===== src/rtl/mesh_seq_pkg.sv =====
// mesh_seq_pkg: shared widths and FSM encoding for the mesh tile sequencer.
package mesh_seq_pkg;
  localparam int DIM_DEF = 8;
  localparam int SHIFT_W = 5;
  localparam int CNT_W = 8;
  localparam int ROW_W = 2 + SHIFT_W;
  typedef enum logic [2:0] {IDLE, PRELOAD, COMPUTE, DRAIN, DONE} state_t;
endpackage


===== src/rtl/mesh_seq_ctrl_if.sv =====
// mesh_seq_ctrl_if: command, operand, mesh-control, result and status signals of the sequencer.
interface mesh_seq_ctrl_if
  import mesh_seq_pkg::*;
#(
  parameter int DIM = DIM_DEF
);
  logic cmd_valid, cmd_ready, cmd_preload;
  logic [CNT_W-1:0] cmd_rows;
  logic [SHIFT_W-1:0] cmd_shift;
  logic in_valid, in_ready;
  logic [DIM-1:0] mesh_valid, mesh_propagate;
  logic [SHIFT_W*DIM-1:0] mesh_shift;
  logic mesh_out_valid, res_valid, res_last, busy, done, err;
  modport master (
    output cmd_valid, cmd_rows, cmd_preload, cmd_shift, in_valid, mesh_out_valid,
    input cmd_ready, in_ready, mesh_valid, mesh_propagate, mesh_shift, res_valid, res_last, busy, done, err
  );
  modport slave (
    input cmd_valid, cmd_rows, cmd_preload, cmd_shift, in_valid, mesh_out_valid,
    output cmd_ready, in_ready, mesh_valid, mesh_propagate, mesh_shift, res_valid, res_last, busy, done, err
  );
endinterface


===== src/rtl/mesh_skew_line.sv =====
// mesh_skew_line: diagonal skew; row i receives the registered row-0 word delayed by i more cycles.
module mesh_skew_line #(
  parameter int DIM = 8,
  parameter int W = 7
) (
  input  logic clk,
  input  logic rst,
  input  logic [W-1:0] word,
  output logic [DIM*W-1:0] line
);
  logic [DIM-1:0][W-1:0] stage;
  always_ff @(posedge clk or posedge rst)
    if (rst) stage <= '0;
    else begin
      stage[0] <= word;
      for (int i = 1; i < DIM; i++) stage[i] <= stage[i-1];
    end
  assign line = stage;
endmodule


===== src/rtl/mesh_seq_ctrl.sv =====
// mesh_seq_ctrl: PRELOAD/COMPUTE/DRAIN tile sequencer for a DIM x DIM systolic mesh.
// Defining MESH_SEQ_TIMEOUT_EN adds a DRAIN watchdog that sets sticky err after DRAIN_MAX result-free cycles.
module mesh_seq_ctrl
  import mesh_seq_pkg::*;
#(
  parameter int DIM = DIM_DEF,
  parameter int DRAIN_MAX = 1023
) (
  input logic CLK,
  input logic RST,
  mesh_seq_ctrl_if.slave bus
);
  state_t state, state_n;
  logic [CNT_W-1:0] rows_r, iss_cnt, res_cnt;
  logic [SHIFT_W-1:0] shift_r;
  logic prop_r, accept, issue, res, res_last, last_iss, wd_hit;
  logic [DIM*ROW_W-1:0] line;
  if (DIM < 1 || DIM > 255 || DRAIN_MAX < 1) $error("mesh_seq_ctrl: unsupported DIM or DRAIN_MAX");
  assign accept = bus.cmd_valid & bus.cmd_ready;
  assign issue = bus.in_valid & bus.in_ready;
  assign res = bus.mesh_out_valid & (state == COMPUTE || state == DRAIN);
  assign res_last = res && (res_cnt + CNT_W'(1) == rows_r);
  assign last_iss = issue && (iss_cnt == (state == PRELOAD ? CNT_W'(DIM - 1) : rows_r - CNT_W'(1)));
`ifdef MESH_SEQ_TIMEOUT_EN
  localparam int DW = $clog2(DRAIN_MAX + 1);
  logic [DW-1:0] drain_cnt;
  logic err_r;
  assign wd_hit = state == DRAIN && !res && drain_cnt == DW'(DRAIN_MAX - 1);
  always_ff @(posedge CLK or posedge RST)
    if (RST) begin
      drain_cnt <= '0;
      err_r <= 1'b0;
    end else begin
      drain_cnt <= (state == DRAIN && !res) ? drain_cnt + DW'(1) : '0;
      err_r <= err_r | wd_hit;
    end
  assign bus.err = err_r;
`else
  assign wd_hit = 1'b0;
  assign bus.err = 1'b0;
`endif
  always_comb begin
    state_n = state;
    case (state)
      IDLE: state_n = !accept ? IDLE : bus.cmd_preload ? PRELOAD : (bus.cmd_rows != '0) ? COMPUTE : DONE;
      PRELOAD: state_n = !last_iss ? PRELOAD : (rows_r != '0) ? COMPUTE : DONE;
      COMPUTE: state_n = last_iss ? DRAIN : COMPUTE;
      DRAIN: state_n = (res_last || wd_hit) ? DONE : DRAIN;
      default: state_n = IDLE;
    endcase
  end
  always_ff @(posedge CLK or posedge RST)
    if (RST) begin
      state <= IDLE;
      rows_r <= '0;
      shift_r <= '0;
      prop_r <= 1'b0;
      iss_cnt <= '0;
      res_cnt <= '0;
    end else begin
      state <= state_n;
      if (accept) begin
        rows_r <= bus.cmd_rows;
        shift_r <= bus.cmd_shift;
        prop_r <= prop_r ^ bus.cmd_preload;
      end
      iss_cnt <= (accept || last_iss) ? '0 : (issue && iss_cnt != '1) ? iss_cnt + CNT_W'(1) : iss_cnt;
      res_cnt <= accept ? '0 : (res && res_cnt != '1) ? res_cnt + CNT_W'(1) : res_cnt;
    end
  assign bus.cmd_ready = state == IDLE;
  assign bus.in_ready = state == PRELOAD || state == COMPUTE;
  assign bus.busy = state != IDLE;
  assign bus.done = state == DONE;
  assign bus.res_valid = res;
  assign bus.res_last = res_last;
  // bubbles carry all-zero control so idle rows never propagate or shift
  mesh_skew_line #(.DIM(DIM), .W(ROW_W)) u_skew (
    .clk(CLK),
    .rst(RST),
    .word({issue, issue & prop_r, issue ? shift_r : SHIFT_W'(0)}),
    .line(line)
  );
  for (genvar i = 0; i < DIM; i++) begin : g_row
    assign bus.mesh_valid[i] = line[i*ROW_W + ROW_W - 1];
    assign bus.mesh_propagate[i] = line[i*ROW_W + SHIFT_W];
    assign bus.mesh_shift[i*SHIFT_W +: SHIFT_W] = line[i*ROW_W +: SHIFT_W];
  end
endmodule


===== src/flat_wrapper.sv =====
// flat-port wrapper written by rule: the top's interface ports become plain ports
module mesh_seq_ctrl_flat import mesh_seq_pkg::*;
#(
  parameter int DIM = DIM_DEF,
  parameter int DRAIN_MAX = 1023
)
  (CLK, RST, bus_cmd_valid, bus_cmd_rows, bus_cmd_preload, bus_cmd_shift, bus_in_valid, bus_mesh_out_valid, bus_cmd_ready, bus_in_ready, bus_mesh_valid, bus_mesh_propagate, bus_mesh_shift, bus_res_valid, bus_res_last, bus_busy, bus_done, bus_err);
  mesh_seq_ctrl_if #(.DIM(DIM)) bus_i ();
  input logic CLK;
  input logic RST;
  input wire logic [$bits(bus_i.cmd_valid)-1:0] bus_cmd_valid;
  input wire logic [$bits(bus_i.cmd_rows)-1:0] bus_cmd_rows;
  input wire logic [$bits(bus_i.cmd_preload)-1:0] bus_cmd_preload;
  input wire logic [$bits(bus_i.cmd_shift)-1:0] bus_cmd_shift;
  input wire logic [$bits(bus_i.in_valid)-1:0] bus_in_valid;
  input wire logic [$bits(bus_i.mesh_out_valid)-1:0] bus_mesh_out_valid;
  output wire logic [$bits(bus_i.cmd_ready)-1:0] bus_cmd_ready;
  output wire logic [$bits(bus_i.in_ready)-1:0] bus_in_ready;
  output wire logic [$bits(bus_i.mesh_valid)-1:0] bus_mesh_valid;
  output wire logic [$bits(bus_i.mesh_propagate)-1:0] bus_mesh_propagate;
  output wire logic [$bits(bus_i.mesh_shift)-1:0] bus_mesh_shift;
  output wire logic [$bits(bus_i.res_valid)-1:0] bus_res_valid;
  output wire logic [$bits(bus_i.res_last)-1:0] bus_res_last;
  output wire logic [$bits(bus_i.busy)-1:0] bus_busy;
  output wire logic [$bits(bus_i.done)-1:0] bus_done;
  output wire logic [$bits(bus_i.err)-1:0] bus_err;
  assign bus_i.cmd_valid = bus_cmd_valid;
  assign bus_i.cmd_rows = bus_cmd_rows;
  assign bus_i.cmd_preload = bus_cmd_preload;
  assign bus_i.cmd_shift = bus_cmd_shift;
  assign bus_i.in_valid = bus_in_valid;
  assign bus_i.mesh_out_valid = bus_mesh_out_valid;
  assign bus_cmd_ready = bus_i.cmd_ready;
  assign bus_in_ready = bus_i.in_ready;
  assign bus_mesh_valid = bus_i.mesh_valid;
  assign bus_mesh_propagate = bus_i.mesh_propagate;
  assign bus_mesh_shift = bus_i.mesh_shift;
  assign bus_res_valid = bus_i.res_valid;
  assign bus_res_last = bus_i.res_last;
  assign bus_busy = bus_i.busy;
  assign bus_done = bus_i.done;
  assign bus_err = bus_i.err;
  mesh_seq_ctrl #(.DIM(DIM), .DRAIN_MAX(DRAIN_MAX)) u_core (.CLK(CLK), .RST(RST), .bus(bus_i));
endmodule

===== config.mk =====
export PLATFORM = sky130hd
export DESIGN_NAME = mesh_seq_ctrl_flat
export DESIGN_NICKNAME = d
export VERILOG_FILES = /design/src/rtl/mesh_seq_pkg.sv /design/src/rtl/mesh_seq_ctrl_if.sv /design/src/rtl/mesh_skew_line.sv /design/src/rtl/mesh_seq_ctrl.sv /design/src/flat_wrapper.sv
export SDC_FILE = /design/constraint.sdc
export NUM_CORES = 1
export LEC_CHECK = 0
export BUFFER_PORTS_ARGS = -buffer_cell sky130_fd_sc_hd__buf_4
export CAP_MARGIN = 20
export CORE_ASPECT_RATIO = 0.6
export CORE_MARGIN = 2
export CORE_UTILIZATION = 48
export DETAILED_ROUTE_END_ITERATION = 10
export GPL_ROUTABILITY_DRIVEN = 0
export PLACE_DENSITY = 0.74
export SLEW_MARGIN = 10
export SYNTH_ARGS = -nofsm -noshare
export SYNTH_HDL_FRONTEND = slang
export SYNTH_SLANG_ARGS = --single-unit

===== constraint.sdc =====
create_clock -name CLK -period 2.6 [get_ports CLK]
set_input_delay 0.13 -clock CLK [delete_from_list [all_inputs] [get_ports CLK]]
set_output_delay 0.13 -clock CLK [all_outputs]
set_load 0.05 [all_outputs]

==> metrics.md, run 1 <==
| Metric | Value |
|---|---|
| Status | `completed` |
| Final setup viols | `0` |
| Syn Inst Count | `294` |
| Iteration-0 DRC Markers | `190` |
| Vias per Instance | `between 5 and 6` |
| Die span in y | `71.6 um` |
| Power, Total | `6.37 mW` |
| GRT Overall Usage | `about a fifth` |
| Synth Area in Simple Gates | `15.1%` |
| Total I/O pin count | `82` |
| Max H-tree Level | `3` |
| Ys Warns | `0` |
| Worst Path Arrival | `2.70 ns` |
| ANT nets after route | `0` |
| Fillers | `roughly 570` |
| Post-synth net total | `316` |
| Worst Hold Class | `primary input to flop` |
| Slew @ Worst Pin | `between 0.6 and 0.7 ns` |
| Fin. max-slew vios | `0` |
| Mux cell area share after synthesis | `between 4 and 5%` |
| Global-route wire length before repair | `13100 um` |
| Sequential fraction of the synthesis area | `61.0%` |
| Nets | `412` |
| WP buf/inv | `0` |
| Detailed Route WL | `8240 um` |
| Post-synth cell types | `53` |
| CP Class | `flop to flop` |
| CTS sink cnt | `about 90` |
| Largest family of logic cells by synthesized area | `simple AND/OR/NAND/NOR gates` |
| Vias | `2597` |
| Residual DRC | `0` |
| Fin. Hold Viols | `0` |
| Slowest cell on crit path | `dfrtp_1` |
| Port-buffer cells | `80` |
| Area Overhead vs Synth | `31.8%` |
| Clock Pin Slew Worst Setup and Hold Paths | `0.06 ns` |
| Layout cells sized above 1 | `35.7%` |
| Total iterations of the first detailed-routing run | `4` |
| CTS tree | `yes` |
| Relative slew slack | `58.4%` |
| Crit-path leading delay family | `compound AO/OA/AOI/OAI gates` |
| Area occupied by multi-input gates | `1350 sq um` |
| Pwr dens | `1330 nW/um^2` |
| Vias in the first global route | `2522` |
| Clk Latency, worst-skew pair | `0.34 ns` |
| Die X-Extent | `117 um` |
| Root Buffer | `clkbuf_16` |
| Max Cap Viol | `0` |
| Total grt overflow | `0` |
| # rows | `24` |
| Tcrit/Tclk final | `95.0%` |
| Antenna violations before repair | `0` |
| CP cell instances | `or3_4, o31ai_1, a41oi_1, o32ai_1, o2111a_2, mux2i_1, nand2_1` |
| EDFF count, synth | `0` |
| Async set-reset flop share out of synthesis | `100%` |
| WL per Instance | `16.5 um` |
| Setup TNS | `0 ns` |
| Core footprint | `7330 sq um` |
| XOR/XNOR share of the synthesized area | `between 7 and 8%` |
| Inserted Diodes | `0` |
| Pin count of the biggest net entering global routing | `36` |
| Max Freq | `405 MHz` |
| Most frequent cells in the layout | `98 x buf_4, 87 x dfrtp_1, 17 x nand2_1` |
| RSZ-0062 raised after global routing | `no` |
| Synthesized cell area | `3650 sq um` |
| Clk buf depth | `2` |
| Static leakage | `2.30 nW` |
| Main synth FF type | `dfrtp_1` |
| Post-synthesis compound-gate area fraction | `8.16%` |
| Register area | `2230 sq um` |
| Critical Path Source Type | `flop` |
| Setup Skew | `0.00404 ns` |
| Starting Density | `49.8%` |
| Dpl hpwl | `6250 um` |
| Tmin final | `2.47 ns` |
| Avg Inst Size Synth | `approximately 12 sq um` |
| Adder-Cell Fraction of Synth Area | `1.03%` |
| Die ar. | `8340 sq um` |
| Max VDD drop | `0.583 mV` |
| Worst Path Required | `around 2.8 ns` |
| TritonCTS Buffers | `9` |
| Worst path max stage delay | `0.46 ns` |
| Worst Hold Slack | `0.0225 ns` |
| Commonest non-fill, non-tap cell in the layout | `buf_4` |
| Flops & latches, synth | `89` |
| Util after Layout | `around two thirds` |
| Crit-path max FO | `6` |
| CP endpoint kind | `flop` |
registers in the layout, indices dropped and copies added, names as in the netlist:
signal	count
u_core.iss_cnt	8
u_core.u_skew.line	56
u_core.shift_r	5
u_core.res_cnt	8
u_core.rows_r	8
u_core.state	3
u_core.prop_r	1
layer usage:
layer  track usage (%)  up-vias  wire [um]
met3              6.60       13        564
li1                  -     1237          -
met4              8.24        0        146
met1              30.8     1255       3870
met5                 0        -          0
met2              30.6       92       3660
Yosys cell counts, drive strengths merged (3+ instances only):
library cell  instances  share of area (%)
ha                    3                1.0
nand4                 4               0.69
and4                  4               0.96
buf                   8                1.3
nor3                  3               0.41
xnor2                16                3.8
inv                   7               0.72
nor2                 14                1.4
and2                 10                1.7
nor4                  6                1.0
o31ai                 3               0.62
or4                   3               0.82
nand2b                3               0.51
nand2                17                1.7
o21ai                14                1.9
a31oi                 4               0.69
dfrtp                89                 61
xor2                  9                2.2
nor2b                 6                1.0
nand3                10                1.4
or3                   3               0.65
nor3b                 6                1.2
clkbuf                7               0.72
mux2                 13                4.0
path summary, 6_finish.rpt:
kind | depth (start not counted) | endpoint | from | slack, ns
min in group asynchronous | 3 | u_core.u_skew.line[53] | RST | 0.42
worst min register to register | 0 | u_core.u_skew.line[18] | u_core.u_skew.line[11] | 0.37
worst max-delay path | 7 | u_core.state[0] | u_core.rows_r[2] | 0.13
worst max register to register | 7 | u_core.state[0] | u_core.rows_r[2] | 0.13
max in group asynchronous | 4 | u_core.u_skew.line[21] | RST | 1.35
worst min-delay path | 2 | u_core.shift_r[4] | bus_cmd_shift[4] | 0.02
through the flow:
step,instances,setup slack (ns),cell area [sq um]
3_5_place_dp,479,0.0924,4450
5_1_grt,499,0.0236,4810
3_3_place_gp,479,0.124,4450
6_report,499,0.131,4810
2_1_floorplan,294,-0.0382,3680
4_1_cts,499,0.0641,4800
layout make-up:
class	instances	area share, %
inverters	7	0.572
clock buffers	12	4.92
repair buffers	100	15.7
well taps	104	2.70
clock inverters	4	1.61
flip-flops and latches	89	46.3
multi-input cells	183	28.1
report_power, final:
part,internal (mW),switching (mW)
Combinational,1.05,1.81
Sequential,1.81,0.354
Clock,0.846,0.509
Total,3.71,2.67
cell families (layout without fill, tap and decap cells):
| kind of cell | after synthesis | after routing |
|---|---|---|
| buffers and inverters | 22 | 123 |
| muxes | 15 | 15 |
| AOI/OAI and AO/OA | 41 | 41 |
| adders and majority gates | 3 | 3 |
| and+or+nand+nor | 96 | 96 |
| DFF | 89 | 89 |
| xor gates and xnor gates | 27 | 27 |
| other | 1 | 1 |
repair_timing:
action,in CTS,in global routing
gates cloned,0,0
endpoints found under the hold margin,33,0
hold buffers,1,0
setup buffers,3,0
setup endpoints to repair,1,7
pin swaps,1,1
resized for setup,3,3
No activity file was read; power rests on OpenSTA's default activity.
==> run 2: changes to the inputs <==
--- a/config.mk
+++ b/config.mk
@@ -8,3 +8,2 @@
 export BUFFER_PORTS_ARGS = -buffer_cell sky130_fd_sc_hd__buf_4
-export CAP_MARGIN = 20
 export CORE_ASPECT_RATIO = 0.6
==> constraint.sdc (replaced) <==
create_clock -name CLK -period 2.6 [get_ports CLK]
set_input_delay 0.78 -clock CLK [delete_from_list [all_inputs] [get_ports CLK]]
set_output_delay 0.78 -clock CLK [all_outputs]
set_load 0.05 [all_outputs]
==> run 2 against run 1 <==
Compared with the run above:
- the run now ends with negative setup slack left
- combinational power up 2%
- cell area up 1.4%
- sequential cell count unchanged
- first-iteration DRC count down 2.1%
- worst hold slack better by 0.35 ns
- clock power down 12%
- clock skew up 0.00066 ns
- clock-buffer cell count up 1
- critical path type is now flop to output pin
==> metrics.md, run 2 (same netlist as run 1, synthesis figures left out) <==
| Metric | Value |
|---|---|
| RSZ-0062 raised after global routing | `yes` |
| Port-buffer cells | `80` |
| CP Class | `flop to output pin` |
| Proportion of power drawn by the clock network | `19.1%` |
| Relative slew slack | `60.9%` |
| Vias per Instance | `5.26` |
| Vias in the first global route | `2547` |
| Seq pwr share | `between 30 and 40%` |
| Critical Path Sink | `bus_res_last` |
| Combinational share of power | `approximately 46%` |
| Root Buffer | `clkbuf_16` |
| Crit-path max FO | `2` |
| Tcrit/Tclk final | `117%` |
| Total I/O pin count | `between 80 and 90` |
| Flip-flop count of the largest register after layout | `56` |
| Commonest non-fill, non-tap cell in the layout | `buf_4` |
| Fillers | `571` |
| Clock Pin Slew Worst Setup and Hold Paths | `around 0.06 ns` |
| Core footprint | `7330 sq um` |
| Iteration-0 DRC Markers | `186` |
| Power Internal | `3.64 mW` |
| Fin. max-slew vios | `0` |
| Critical Path Source Type | `flop` |
| Clk Latency, worst-skew pair | `0.34 ns` |
| Worst Path Arrival | `between 2 and 2.5 ns` |
| Switching portion of total power | `42.3%` |
| Max Freq | `328 MHz` |
| Die span in y | `about 72 um` |
| CP cell instances | `ha_4, xnor2_2, nand4_1, or4_4, a311oi_4, buf_6` |
| ANT nets after route | `0` |
| Worst R2R Start | `u_core.res_cnt[0]` |
| Register area | `between 2000 and 2500 sq um` |
| Total grt overflow | `0` |
| Worst slack at placement | `-0.206 ns` |
| Inserted Diodes | `0` |
| Slew @ Worst Pin | `0.581 ns` |
| Most frequent cells in the layout | `107 x buf_4, 88 x dfrtp_1, 17 x nand2_1` |
| NetSw | `2.67 mW` |
| Failing checks | `negative setup slack` |
| Area Overhead vs Synth | `33.7%` |
| Static leakage | `2.34 nW` |
| Crit path launch | `u_core.res_cnt[0]` |
| Final std cells w/o fill | `approximately 500` |
| TritonCTS Buffers | `9` |
| Layout cells sized above 1 | `between 30 and 40%` |
| Residual DRC | `0` |
| Vias | `2667` |
| Total iterations of the first detailed-routing run | `5` |
| Max VDD drop | `0.595 mV` |
| Dpl hpwl | `6190 um` |
| Pwr dens | `1290 nW/um^2` |
| Die X-Extent | `117 um` |
| R2R cell count | `11` |
| Clk buf depth | `2` |
| CTS tree | `yes` |
| Die ar. | `8340 sq um` |
| Area occupied by multi-input gates | `1370 sq um` |
| Worst Hold Slack | `0.371 ns` |
| Fin worst setup slack | `-0.450 ns` |
| GRT Overall Usage | `21.4%` |
| Util after Layout | `66.6%` |
| Placed instance area | `between 4000 and 5000 sq um` |
| Worst Hold Class | `flop to flop` |
| Tmin final | `approximately 3.1 ns` |
| Fin. Hold Viols | `0` |
| Nets | `around 420` |
| Worst Path Required | `1.82 ns` |
| Cell area after layout | `4880 sq um` |
| Placed cell count | `490` |
| Detailed Route WL | `8240 um` |
| Slowest cell on crit path | `or4_4` |
| Final setup viols | `1` |
| Max Cap Viol | `0` |
| CP endpoint kind | `output pin` |
| Setup Skew | `0.00471 ns` |
| WL per Instance | `16.2 um` |
| Global-route wire length before repair | `13200 um` |
| CTS sink cnt | `89` |
| Max H-tree Level | `3` |
| FF-to-FF End | `u_core.state[1]` |
| Starting Density | `49.8%` |
| Pin count of the biggest net entering global routing | `59` |
| Worst path max stage delay | `0.52 ns` |
| Reg2Reg Setup Slack | `0.10 ns` |
| Antenna violations before repair | `0` |
| Status | `finished, violations left` |
| # rows | `24` |
[run 2: cell types whose count changed in the layout (fill, tap and decap cells not counted), moves of 2 or more]
cell | before | now
clkbuf_8 | 0 | 3
clkinvlp_4 | 0 | 2
bufinv_16 | 2 | 0
clkinv_4 | 2 | 0
clkbuf_1 | 3 | 1
buf_4 | 98 | 107
[run 2: layer usage]
metal  vias to the layer above  share of wire, %  global-route usage, %
met1                      1312                46                   31.2
met5                         -                 0                      0
met4                         0               1.2                   6.67
met3                        10               6.8                   6.85
li1                       1254                 -                      -
met2                        91                46                   30.7
[run 2: worst min-delay path by stage]
stage | startpoint | endpoint | cells past startpoint
5_1_grt | u_core.u_skew.line[12] | u_core.u_skew.line[19] | 0
4_1_cts | u_core.u_skew.line[12] | u_core.u_skew.line[19] | 0
3_3_place_gp | u_core.u_skew.line[44] | u_core.u_skew.line[51] | 0
3_5_place_dp | u_core.u_skew.line[12] | u_core.u_skew.line[19] | 0
2_1_floorplan | u_core.prop_r | u_core.prop_r | 1
6_report | u_core.u_skew.line[12] | u_core.u_skew.line[19] | 0
[run 2: worst max-delay path: cells and delay by family (launching register included)]
family	cells	cell delay, ns
flops	1	0.42
simple gates	2	0.65
xor+xnor	1	0.11
buf+inv	1	0.21
compound gates	1	0.27
fa+ha+maj	1	0.28
[run 2: power by group through the flow]
stage	Sequential (mW)	Clock (mW)	Combinational, mW
after floorplan	2.94	0	1.21
after global placement	2.16	0	2.81
after detailed placement	2.19	0	2.87
after CTS	2.17	1.24	2.92
after global routing	2.23	1.30	3.10
final	2.18	1.20	2.93
[run 2: final cells by class]
type / count / area share [%]
flip-flops and latches: 89 / 45.7
clock inverters: 2 / 0.256
well taps: 104 / 2.67
inverters: 7 / 0.615
multi-input cells: 183 / 28.2
clock buffers: 13 / 5.54
repair buffers: 109 / 17.1
[run 2: what timing repair did]
| item | 4_1_cts | 5_1_grt |
|---|---|---|
| setup endpoints to repair | 1 | 12 |
| resized for setup | 2 | 3 |
| hold buffers | 0 | 0 |
| gates cloned | 0 | 0 |
| setup buffers | 1 | 1 |
| pin swaps | 4 | 1 |
[run 2: through the flow]
stage	total power [mW]	TNS (ns)
4_1_cts	6.32	-0.489
2_1_floorplan	4.15	-0.273
3_5_place_dp	5.06	-0.206
6_report	6.31	-0.450
3_3_place_gp	4.97	-0.145
5_1_grt	6.62	-0.502
==> run 3: changes to the inputs <==
Clock period 2.6 ns to 2.5 ns, I/O delays scaled along.
==> run 3 against run 2 <==
Compared with the run above:
- die area stayed put
- critical endpoint unchanged
- largest cell class unchanged
- wire length is 4.1% higher
- the run still ends with negative setup slack left
- sequential share of layout area is 1.2 points lower
- clock skew is 0.00061 ns higher
- utilization is 1.8 points higher
- global-route usage is 0.63 points higher
- register-to-register slack worse by 0.20 ns
==> metrics.md, run 3 (same netlist as run 1, synthesis figures left out) <==
| Metric | Value |
|---|---|
| Worst Path Required | `1.75 ns` |
| Flip-flop count of the largest register after layout | `between 50 and 60` |
| Root Buffer | `clkbuf_16` |
| Failing checks | `negative setup slack` |
| Max VDD drop | `0.774 mV` |
| Crit-path max FO | `2` |
| ANT nets after route | `0` |
| Static leakage | `2.39 nW` |
| Total grt overflow | `0` |
| Max H-tree Level | `3` |
| Clk Latency, worst-skew pair | `roughly 0.33 ns` |
| RSZ-0062 raised after global routing | `yes` |
| Hold Crit Depth | `0` |
| # rows | `24` |
| Residual DRC | `0` |
| Nets | `around 430` |
| Power, Total | `6.92 mW` |
| Global-route wire length before repair | `13700 um` |
| Vias | `2729` |
| GRT Overall Usage | `22.0%` |
| Iteration-0 DRC Markers | `204` |
| R2R cell count | `9` |
| Total iterations of the first detailed-routing run | `5` |
| Fin worst setup slack | `-0.552 ns` |
| Antenna violations before repair | `0` |
| Worst slack at placement | `-0.244 ns` |
| TritonCTS Buffers | `9` |
| Detailed Route WL | `8580 um` |
| Layout cells sized above 1 | `roughly two fifths` |
| Fin. Hold Viols | `0` |
| Fin. max-slew vios | `0` |
| Status | `finished, violations left` |
| CP endpoint kind | `output pin` |
| Worst Hold Class | `flop to flop` |
| CTS tree | `yes` |
| Clock Pin Slew Worst Setup and Hold Paths | `around 0.06 ns` |
| Max Freq | `328 MHz` |
| Starting Density | `around half` |
| Tmin final | `3.05 ns` |
| Area Overhead vs Synth | `37.3%` |
| Commonest non-fill, non-tap cell in the layout | `buf_4` |
| Worst Path Arrival | `about 2.3 ns` |
| Total I/O pin count | `82` |
| Max Cap Viol | `0` |
| Tcrit/Tclk final | `122%` |
| Setup Skew | `0.00532 ns` |
| Fillers | `roughly 530` |
| Vias per Instance | `5.31` |
| Core footprint | `7330 sq um` |
| Clk buf depth | `2` |
| Die X-Extent | `117 um` |
| Inserted Diodes | `0` |
| Worst Hold Slack | `0.372 ns` |
| Dpl hpwl | `6280 um` |
| Pwr dens | `1380 nW/um^2` |
| CP Class | `flop to output pin` |
| Final setup viols | `11` |
| Die ar. | `8340 sq um` |
| CTS sink cnt | `89` |
| WL per Instance | `around 17 um` |
| Most frequent cells in the layout | `112 x buf_4, 88 x dfrtp_1, 17 x nand2_1` |
| Die span in y | `71.6 um` |
| Critical Path Source Type | `flop` |
| Pin count of the biggest net entering global routing | `63` |
| Vias in the first global route | `2651` |
| Port-buffer cells | `80` |
run 3: cell count changes in the layout (fill, tap and decap cells not counted), sizes merged:
cell    change
bufinv      +1
buf         +7
clkinv      -1
run 3: path summary, 6_finish.rpt:
kind | from | slack [ns] | endpoint
min in group asynchronous | RST | 0.51 | u_core.shift_r[1]
max in group asynchronous | RST | 1.69 | u_core.res_cnt[0]
worst min register to register | u_core.u_skew.line[10] | 0.37 | u_core.u_skew.line[17]
worst min-delay path | u_core.u_skew.line[10] | 0.37 | u_core.u_skew.line[17]
worst max-delay path | u_core.res_cnt[0] | -0.55 | bus_res_last
worst max register to register | u_core.rows_r[0] | -0.10 | u_core.state[2]
run 3: where the power goes:
group          total, mW  switching [mW]  internal (mW)
logic               3.33            2.01           1.32
registers           2.26           0.381           1.88
clock network       1.33           0.510          0.824
total               6.92            2.90           4.02
run 3: per-stage QoR:
step           instance area [sq um]  setup TNS, ns  utilization (%)  instances
2_1_floorplan                   3700         -0.469                -        294
3_3_place_gp                    4610         -0.188             62.9        496
3_5_place_dp                    4610         -0.244             62.9        496
4_1_cts                         4930         -0.567             67.3        511
5_1_grt                         5010          -2.05             68.4        514
6_report                        5010          -1.15             68.4        514
run 3: repair_timing:
item	4_1_cts	5_1_grt
pin swaps	0	1
setup buffers	0	3
hold buffers	0	0
gates resized for setup	3	13
endpoints found under the setup margin	2	12
run 3: area by class of cell:
type / instances / area (sq um) / area share, %
Clock buffer: 13 / 260 / 5.19
Tap cell: 104 / 130 / 2.60
Clock inverter: 2 / 37.5 / 0.749
Sequential cell: 89 / 2230 / 44.4
Multi-Input combinational cell: 183 / 1430 / 28.6
Inverter: 7 / 30.0 / 0.599
Timing Repair Buffer: 116 / 895 / 17.8
run 3: worst max-delay path: stages (launching register included):
cell	delay, ns
dfrtp_2	0.42
ha_4	0.28
xnor2_2	0.10
nand4_1	0.12
or4_4	0.57
a311oi_4	0.27
buf_6	0.21
run 3: routing by layer:
metal | routed length [um] | part of all wire [%] | GRT usage [%] | vias up
li1 | - | - | - | 1267
met1 | 4020 | 47 | 32.4 | 1351
met2 | 3990 | 47 | 32.4 | 100
met3 | 468 | 5.5 | 5.84 | 11
met4 | 94 | 1.1 | 6.67 | 0
met5 | 0 | 0 | 0 | -
